<file path="config.mk">
export PLATFORM = sky130hd
export DESIGN_NAME = tdc_word_decoder
export DESIGN_NICKNAME = d
export VERILOG_FILES = /design/src/rtl/tdc_word_decoder_pkg.sv /design/src/rtl/tdc_result_fifo.sv /design/src/rtl/tdc_word_decoder.sv
export SDC_FILE = /design/constraint.sdc
export NUM_CORES = 1
export LEC_CHECK = 0
export ABC_AREA = 1
export BUFFER_PORTS_ARGS = -buffer_cell sky130_fd_sc_hd__buf_4
export CAP_MARGIN = 20
export CORE_AREA = 5 5 166 104
export CTS_CLUSTER_SIZE = 24
export DETAILED_ROUTE_END_ITERATION = 7
export DIE_AREA = 0 0 171 109
export GPL_TIMING_DRIVEN = 0
export PLACE_DENSITY = 0.75
export SLEW_MARGIN = 0
export SYNTH_ARGS = -nofsm -noshare
export SYNTH_HDL_FRONTEND = slang
export SYNTH_SLANG_ARGS = --single-unit
</file>
<file path="constraint.sdc">
create_clock -name clk -period 2 [get_ports clk]
set_input_delay 0.2 -clock clk [delete_from_list [all_inputs] [get_ports clk]]
set_output_delay 0.2 -clock clk [all_outputs]
set_load 0.01 [all_outputs]
</file>
<file path="src/rtl/tdc_word_decoder_pkg.sv">
// tdc_word_decoder_pkg: shared TDC field widths and defaults, also used by the TDC merge logic.
package tdc_word_decoder_pkg;
   localparam int COUNTER_DIG_DEF = 8;
   localparam int NUM_DECODE_DEF = 6;
   localparam int DIG_OUT_DEF = COUNTER_DIG_DEF + 2*NUM_DECODE_DEF;
   localparam int BINS_PER_CLK_DEF = 40;
   localparam int FIFO_DEPTH_DEF = 8;
endpackage

</file>
<file path="src/rtl/tdc_result_fifo.sv">
// tdc_result_fifo: FWFT result buffer; a write becomes visible at the head one cycle after it lands.
module tdc_result_fifo #(
   parameter int W = 17,
   parameter int DEPTH = 8
) (
   input  logic                     clk,
   input  logic                     rst,
   input  logic                     wr_en,
   input  logic [W-1:0]             wr_data,
   input  logic                     rd_en,
   output logic [W-1:0]             rd_data,
   output logic                     valid,
   output logic                     full,
   output logic                     empty,
   output logic [$clog2(DEPTH):0]   level
);
   localparam int AW = $clog2(DEPTH);
   logic [W-1:0] mem [DEPTH];
   logic [AW-1:0] wp, rp;
   logic push, pop;
   assign pop = rd_en && valid;
   assign full = level == (AW+1)'(DEPTH);
   assign empty = level == '0;
   assign push = wr_en && (!full || pop);
   assign rd_data = valid ? mem[rp] : '0;
   always_ff @(posedge clk)
      if (push) mem[wp] <= wr_data;
   always_ff @(posedge clk or posedge rst)
      if (rst) begin
         wp <= '0;
         rp <= '0;
         level <= '0;
         valid <= 1'b0;
      end else begin
         if (push) wp <= wp + AW'(1);
         if (pop) rp <= rp + AW'(1);
         level <= level + (AW+1)'(push) - (AW+1)'(pop);
         // a same-cycle write is not counted, so a fresh entry shows one cycle later
         valid <= (level - (AW+1)'(pop)) != '0;
      end
endmodule

</file>
<file path="src/rtl/tdc_word_decoder.sv">
// tdc_word_decoder: merged TDC word -> clamped fine-bin interval, two pipeline stages into an FWFT buffer.
module tdc_word_decoder
   import tdc_word_decoder_pkg::*;
#(
   parameter int COUNTER_DIG = COUNTER_DIG_DEF,
   parameter int NUM_DECODE = NUM_DECODE_DEF,
   parameter int BINS_PER_CLK = BINS_PER_CLK_DEF,
   parameter int FIFO_DEPTH = FIFO_DEPTH_DEF,
   localparam int DIG_OUT = COUNTER_DIG + 2*NUM_DECODE,
   localparam int RES_W = COUNTER_DIG + NUM_DECODE + 2
) (
   input  logic                          clk,
   input  logic                          rst,
   input  logic [DIG_OUT-1:0]            in_word,
   input  logic                          in_valid,
   output logic [RES_W-1:0]              out_interval,
   output logic                          out_neg,
   output logic                          out_valid,
   input  logic                          out_ready,
   output logic                          overflow,
   input  logic                          clr_overflow,
   output logic [$clog2(FIFO_DEPTH):0]   level
);
   logic [RES_W-1:0] scaled, start1, stop1, raw, int2;
   logic [RES_W:0] head;
   logic v1, v2, neg2, full, empty, pop;
   assign raw = scaled + start1 - stop1;
   assign pop = out_valid && out_ready;
   always_ff @(posedge clk or posedge rst)
      if (rst) begin
         v1 <= 1'b0;
         v2 <= 1'b0;
         scaled <= '0;
         start1 <= '0;
         stop1 <= '0;
         int2 <= '0;
         neg2 <= 1'b0;
         overflow <= 1'b0;
      end else begin
         v1 <= in_valid;
         if (in_valid) begin
            scaled <= RES_W'(in_word[DIG_OUT-1 -: COUNTER_DIG]) * RES_W'(BINS_PER_CLK);
            start1 <= RES_W'(in_word[2*NUM_DECODE-1 -: NUM_DECODE]);
            stop1 <= RES_W'(in_word[NUM_DECODE-1:0]);
         end
         v2 <= v1;
         neg2 <= raw[RES_W-1];
         int2 <= raw[RES_W-1] ? '0 : raw;
         // a drop in the same cycle as a clear keeps the flag set
         overflow <= (v2 && full && !pop) || (overflow && !clr_overflow);
      end
   tdc_result_fifo #(.W(RES_W+1), .DEPTH(FIFO_DEPTH)) u_fifo (
      .clk(clk),
      .rst(rst),
      .wr_en(v2),
      .wr_data({neg2, int2}),
      .rd_en(out_ready),
      .rd_data(head),
      .valid(out_valid),
      .full(full),
      .empty(empty),
      .level(level)
   );
   assign out_neg = head[RES_W];
   assign out_interval = head[RES_W-1:0];
endmodule

</file>
* Yosys cells after proc, flatten, opt, wreduce, memory -nomap -nowiden
Memories as Yosys holds them, arrays and structs flattened.
Cells that the tools add are included.
** Cells by class
- Equality and inequality tests :: 1
- Mux-type cells :: 4
- Reduce and logical (&&, ||, !) cells :: 11
- $add $sub $neg :: 7
- $mul :: 1
** Operators with widths (number)
- $mux W17 :: 1
- $sub A15 B6 Y16 :: 1
- $add A14 B6 Y15 :: 1
- $mux W15 :: 1
- $mul A8 B3 Y11 const B :: 1
- $sub A4 B1 Y4 :: 2
- $add A3 B1 Y3 const B :: 2
- $logic_and A1 B1 Y1 :: 5
- $add A4 B1 Y4 :: 1
- $eq A4 B4 Y1 const B :: 1
- $reduce_bool A4 Y1 :: 1
- $logic_not A1 Y1 :: 3
- $logic_or A1 B1 Y1 :: 2
- $mux W1 :: 2
** Word-level totals
- Logic and storage cells :: 37
- Memories :: 1
- Memory bits (writable) :: 128
- Output and inout port bits :: 23
- Bits in registers :: 53
** Memories
- u_fifo.mem :: words 8, width 16, read ports 1, clocked after memory_dff 0, wr ports 1, line tdc_result_fifo.sv:18 : logic [W-1:0] mem [DEPTH];

* Logic depth before layout (Yosys ltp)
- Word-level depth :: 6
- Depth in mapped cells :: 15
- Depth with buffers taken out :: 15

* Hierarchy
From an unflattened synthesis, not the netlist that was laid out.
** Second synthesis, totals
- Cell total of the unflattened synthesis :: 1030
- Area, all modules :: 9384.0 sq um
** Modules (own cells, without submodules)
- tdc_result_fifo :: sequential area each 4359.2 sq um, area an instance 6657.6 sq um, cells an instance 673, instances 1
- tdc_word_decoder :: sequential area each 1051.0 sq um, area an instance 2726.4 sq um, cells an instance 357, instances 1

* Worst setup path after synthesis
Ideal clock, no wire load.
- Path type :: flip-flop to flip-flop
- Start point :: register u_fifo.level[2]
- End point :: memory u_fifo.mem[0][0] in the netlist's numbering (enable)
- Required time :: 1.612 ns
- Path slack :: -0.194 ns
- Arrival :: 1.806 ns
- Clock period less this slack :: 2.194 ns
- Cell stages (with the launch flop) :: 7
- Path through :: dfrtp_1 inv_1 ha_1 nand4_1 nand2_1 or2_1 nor2_1
** On the way
- Longest elaborated chain between the ends :: 6
** Ends and longest elaborated chain
- start, declared :: line tdc_result_fifo.sv:15 : output logic [$clog2(DEPTH):0] level
- start signal, assigned :: line tdc_result_fifo.sv:37 : level <= level + (AW+1)'(push) - (AW+1)'(pop);
- $eq A4 B4 Y1 :: line tdc_result_fifo.sv:22 : assign full = level == (AW+1)'(DEPTH);
- $logic_not A1 Y1 :: line tdc_result_fifo.sv:24 : assign push = wr_en && (!full || pop);
- $logic_or A1 B1 Y1 :: line tdc_result_fifo.sv:24
- $logic_and A1 B1 Y1 :: line tdc_result_fifo.sv:24
- $mux W1 :: line tdc_result_fifo.sv:27 : if (push) mem[wp] <= wr_data;
- $mux W1 (not written as such) :: line tdc_result_fifo.sv:27
- end, declared :: line tdc_result_fifo.sv:18
No other way between the ends.

* Final worst setup path
- Start point :: register scaled[4]
- End point :: register int2[11]
** On the way
- Longest elaborated chain between the ends :: 3
** Ends and longest elaborated chain
- start, declared :: line tdc_word_decoder.sv:24 : logic [RES_W-1:0] scaled, start1, stop1, raw, int2;
- start signal, assigned :: line tdc_word_decoder.sv:42 : scaled <= RES_W'(in_word[DIG_OUT-1 -: COUNTER_DIG]) * RES_W'(BINS_PER_CLK);
- $add A14 B6 Y15 :: line tdc_word_decoder.sv:27 : assign raw = scaled + start1 - stop1;
- $sub A15 B6 Y16 :: line tdc_word_decoder.sv:27
- $mux W15 :: line tdc_word_decoder.sv:48 : int2 <= raw[RES_W-1] ? '0 : raw;
- end signal, assigned :: line tdc_word_decoder.sv:48
- end, declared :: line tdc_word_decoder.sv:24
No other way between the ends.
A chain may end at the register's enable or synchronous reset.

==> reports/results.txt <==
status -> complete, but fails checks
failing checks -> negative setup slack
number of library cell types mapped by synthesis -> 33
max-slew violations -> 0
Die Y -> 109 microns
WL per Instance -> 18.76 microns
Port Buffers -> 46
slew margin rel. -> 56.69%
Post-Syn Instances -> 784
clk sinks -> 181
WHS -> 0.01228 ns
Main synth FF type -> edfxtp_1
dpl hpwl -> 12,810 microns
post-route DRC violation count -> 0
class of the worst hold path -> in -> reg
PwrDens -> 1534 nW/um^2
fin nets -> 981
commonest cells after routing, fill and taps aside -> edfxtp_1 (128), nand2_1 (116), nor2_1 (95)
Seq/Total Area, Yosys -> 61.86%
DIE AREA -> 18,640 sq um
synth-to-layout area growth -> 29.70%
GRT overflow -> 0
Startpoint Class -> flip-flop
setup tns final -> -4.709 ns
Slew @ Worst Pin -> 0.6487 ns
Die Width -> 171 microns
clk_lat worst skew -> 0.43 ns
TritonCTS clock tree -> done
slowest CP cell -> fa_1
number of global-route vias before repair -> 6,043
Final Hold Viols -> 0
Final setup viols -> 32
worst path required time -> 2.36 ns
Initial Util -> 53.17%
mean area per synthesized cell -> 10.66 sq um
Post-synth EDFFs -> 128
Mapped Area -> 8358 sq um
row count -> 36
Max-cap violations -> 0
layout cells sized above 1 -> 26.27%
post-placement cell area -> 9095 sq um
final instance area -> 10,840 sq um
RSZ-0062 raised after global routing -> true
fin crit share -> 111.6%
Critical Path Max Stage Delay -> 0.55 ns
Seq cells post-synth -> 181
CP Capture Type -> flip-flop
Leak Pwr -> 4.600 nW
synth warn -> 0
CTS buffer count -> 17
post-place setup slack -> -0.6016 ns
Syn Nets -> 853
commonest non-fill, non-tap cell in the layout -> edfxtp_1
Final Worst Setup Slack -> -0.2326 ns
Placer Congestion -> 0.8582
Via Count -> 6,270
maximum root-to-sink buffer count -> 2
Clock Skews -> 0.01142 ns
Inserted Diodes -> 0
Root Driver -> clkbuf_16
Worst-path clk slew -> 0.07 ns
min Tclk post-route -> 2.233 ns
IR Drop Worst-Case VDD -> 0.8692 mV
crit-path cells -> inv_2 -> fa_1 -> inv_2 -> ha_4 -> nand2_2 -> nand2_1 -> nand2_1 -> nand2_1 -> nand2_2 -> buf_4 -> buf_4 -> nand4_1 -> nand2_1 -> nor2_2
first drt pass iteration count -> 5
fin util -> 68.96%
WP data arrival -> 2.59 ns
fmax -> 447.9 MHz
initial antenna violation count -> 0
antenna viol nets, final -> 0
first-pass GRT wire length -> 32,130 microns
Post-synth ARST share -> 29.28%
Worst path most repeated cell -> nand2_1
Ports -> 48
critical-path maximum fanout -> 4
htree depth -> 4
critical path class -> reg -> reg
global-route usage over all layers -> 22.84%
total wire length -> 21,270 microns
core area -> 15,720 sq um
Iter 0 DRT Violations -> 617
largest net degree at the start of global routing -> 30
Via density -> 5.529
worst max-delay path: cells and delay by family (launching register included):
kind,cells,cell delay (ns)
fa+ha+maj,2,0.84
buf+inv,4,0.37
flops,1,0.36
simple gates,8,0.59
synthesized netlist by cell type (3+ instances only):
library cell  count  share of area (%)
nand3b_1          3               0.27
clkbuf_1         11               0.49
buf_2            11               0.66
ha_1             38                5.7
a21oi_1          11               0.66
o22ai_1          17                1.3
mux2i_1          16                1.9
nor2_1          127                5.7
inv_1            80                3.6
xor2_1            9               0.94
edfxtp_1        128                 46
xnor2_1           4               0.42
o21ai_0          94                5.6
dfrtp_1          53                 16
nand4_1           6               0.45
buf_4             6               0.54
fa_1              6                1.4
o21ai_1           3               0.18
nand3_1          18                1.1
nand2_1         126                5.7
worst paths after layout:
kind / from / endpoint / slack, ns / cells past startpoint
worst max register to register: scaled[4] / int2[11] / -0.23 / 14
worst min register to register: v1 / v2 / 0.35 / 0
worst max-delay path: scaled[4] / int2[11] / -0.23 / 14
min in group asynchronous: rst / u_fifo.level[3] / 0.42 / 3
worst min-delay path: in_word[6] / start1[0] / 0.01 / 3
max in group asynchronous: rst / scaled[13] / 1.01 / 4
where the power goes:
| group | switching, mW | total [mW] | internal, mW |
|---|---|---|---|
| Clock | 1.48 | 3.59 | 2.11 |
| Sequential | 0.591 | 5.71 | 5.12 |
| Combinational | 4.12 | 7.33 | 3.21 |
| Total | 6.19 | 16.6 | 10.4 |
metal layers:
metal / GRT usage, % / part of all wire (%)
met5: 0 / 0
met4: 6.218 / 1.7
met3: 5.797 / 8.4
met2: 34.28 / 45
met1: 33.49 / 45
sequential cells by signal, summed over array words and instances (netlist names):
register	count
int2	15
neg2	1
overflow	1
scaled	11
start1	6
stop1	6
u_fifo.level	4
u_fifo.mem	128
u_fifo.rp	3
u_fifo.valid	1
u_fifo.wp	3
v1	1
v2	1
per-stage QoR:
stage	total power, mW	cells
finish	16.63	1134
global route	17.50	1134
floorplan	9.016	784
global placement	10.89	1039
CTS	15.72	1119
detailed placement	11.10	1043
area by class of cell:
class                           count  area [sq um]
Sequential cell                   181          5171
Fill cell                        1032          4880
Multi-Input combinational cell    492          3093
Timing Repair Buffer              109          1072
Clock buffer                       18         429.2
Inverter                           81         315.3
Buffer                             30         301.5
Tap cell                          209         261.5
Clock inverter                     14         196.4
what timing repair did:
action,in CTS,in global routing
hold endpoints to repair,42,0
setup endpoints to repair,151,163
resized for setup,117,80
pin swaps,33,45
setup buffers,26,14
gates cloned,3,3
hold buffers,15,0
logic make-up (layout without fill, tap and decap cells):
| family | after synthesis | count (layout) | share of synthesized area [%] |
|---|---|---|---|
| AOI/OAI and AO/OA | 132 | 132 | 8.443 |
| xor gates and xnor gates | 13 | 13 | 1.362 |
| adders and majority gates | 44 | 44 | 7.126 |
| buffers and inverters | 111 | 252 | 5.599 |
| DFF | 181 | 181 | 61.86 |
| muxes | 16 | 16 | 1.916 |
| other | 1 | 1 | 0.04487 |
| and+or+nand+nor | 286 | 286 | 13.65 |
No activity file was read; power rests on OpenSTA's default activity.
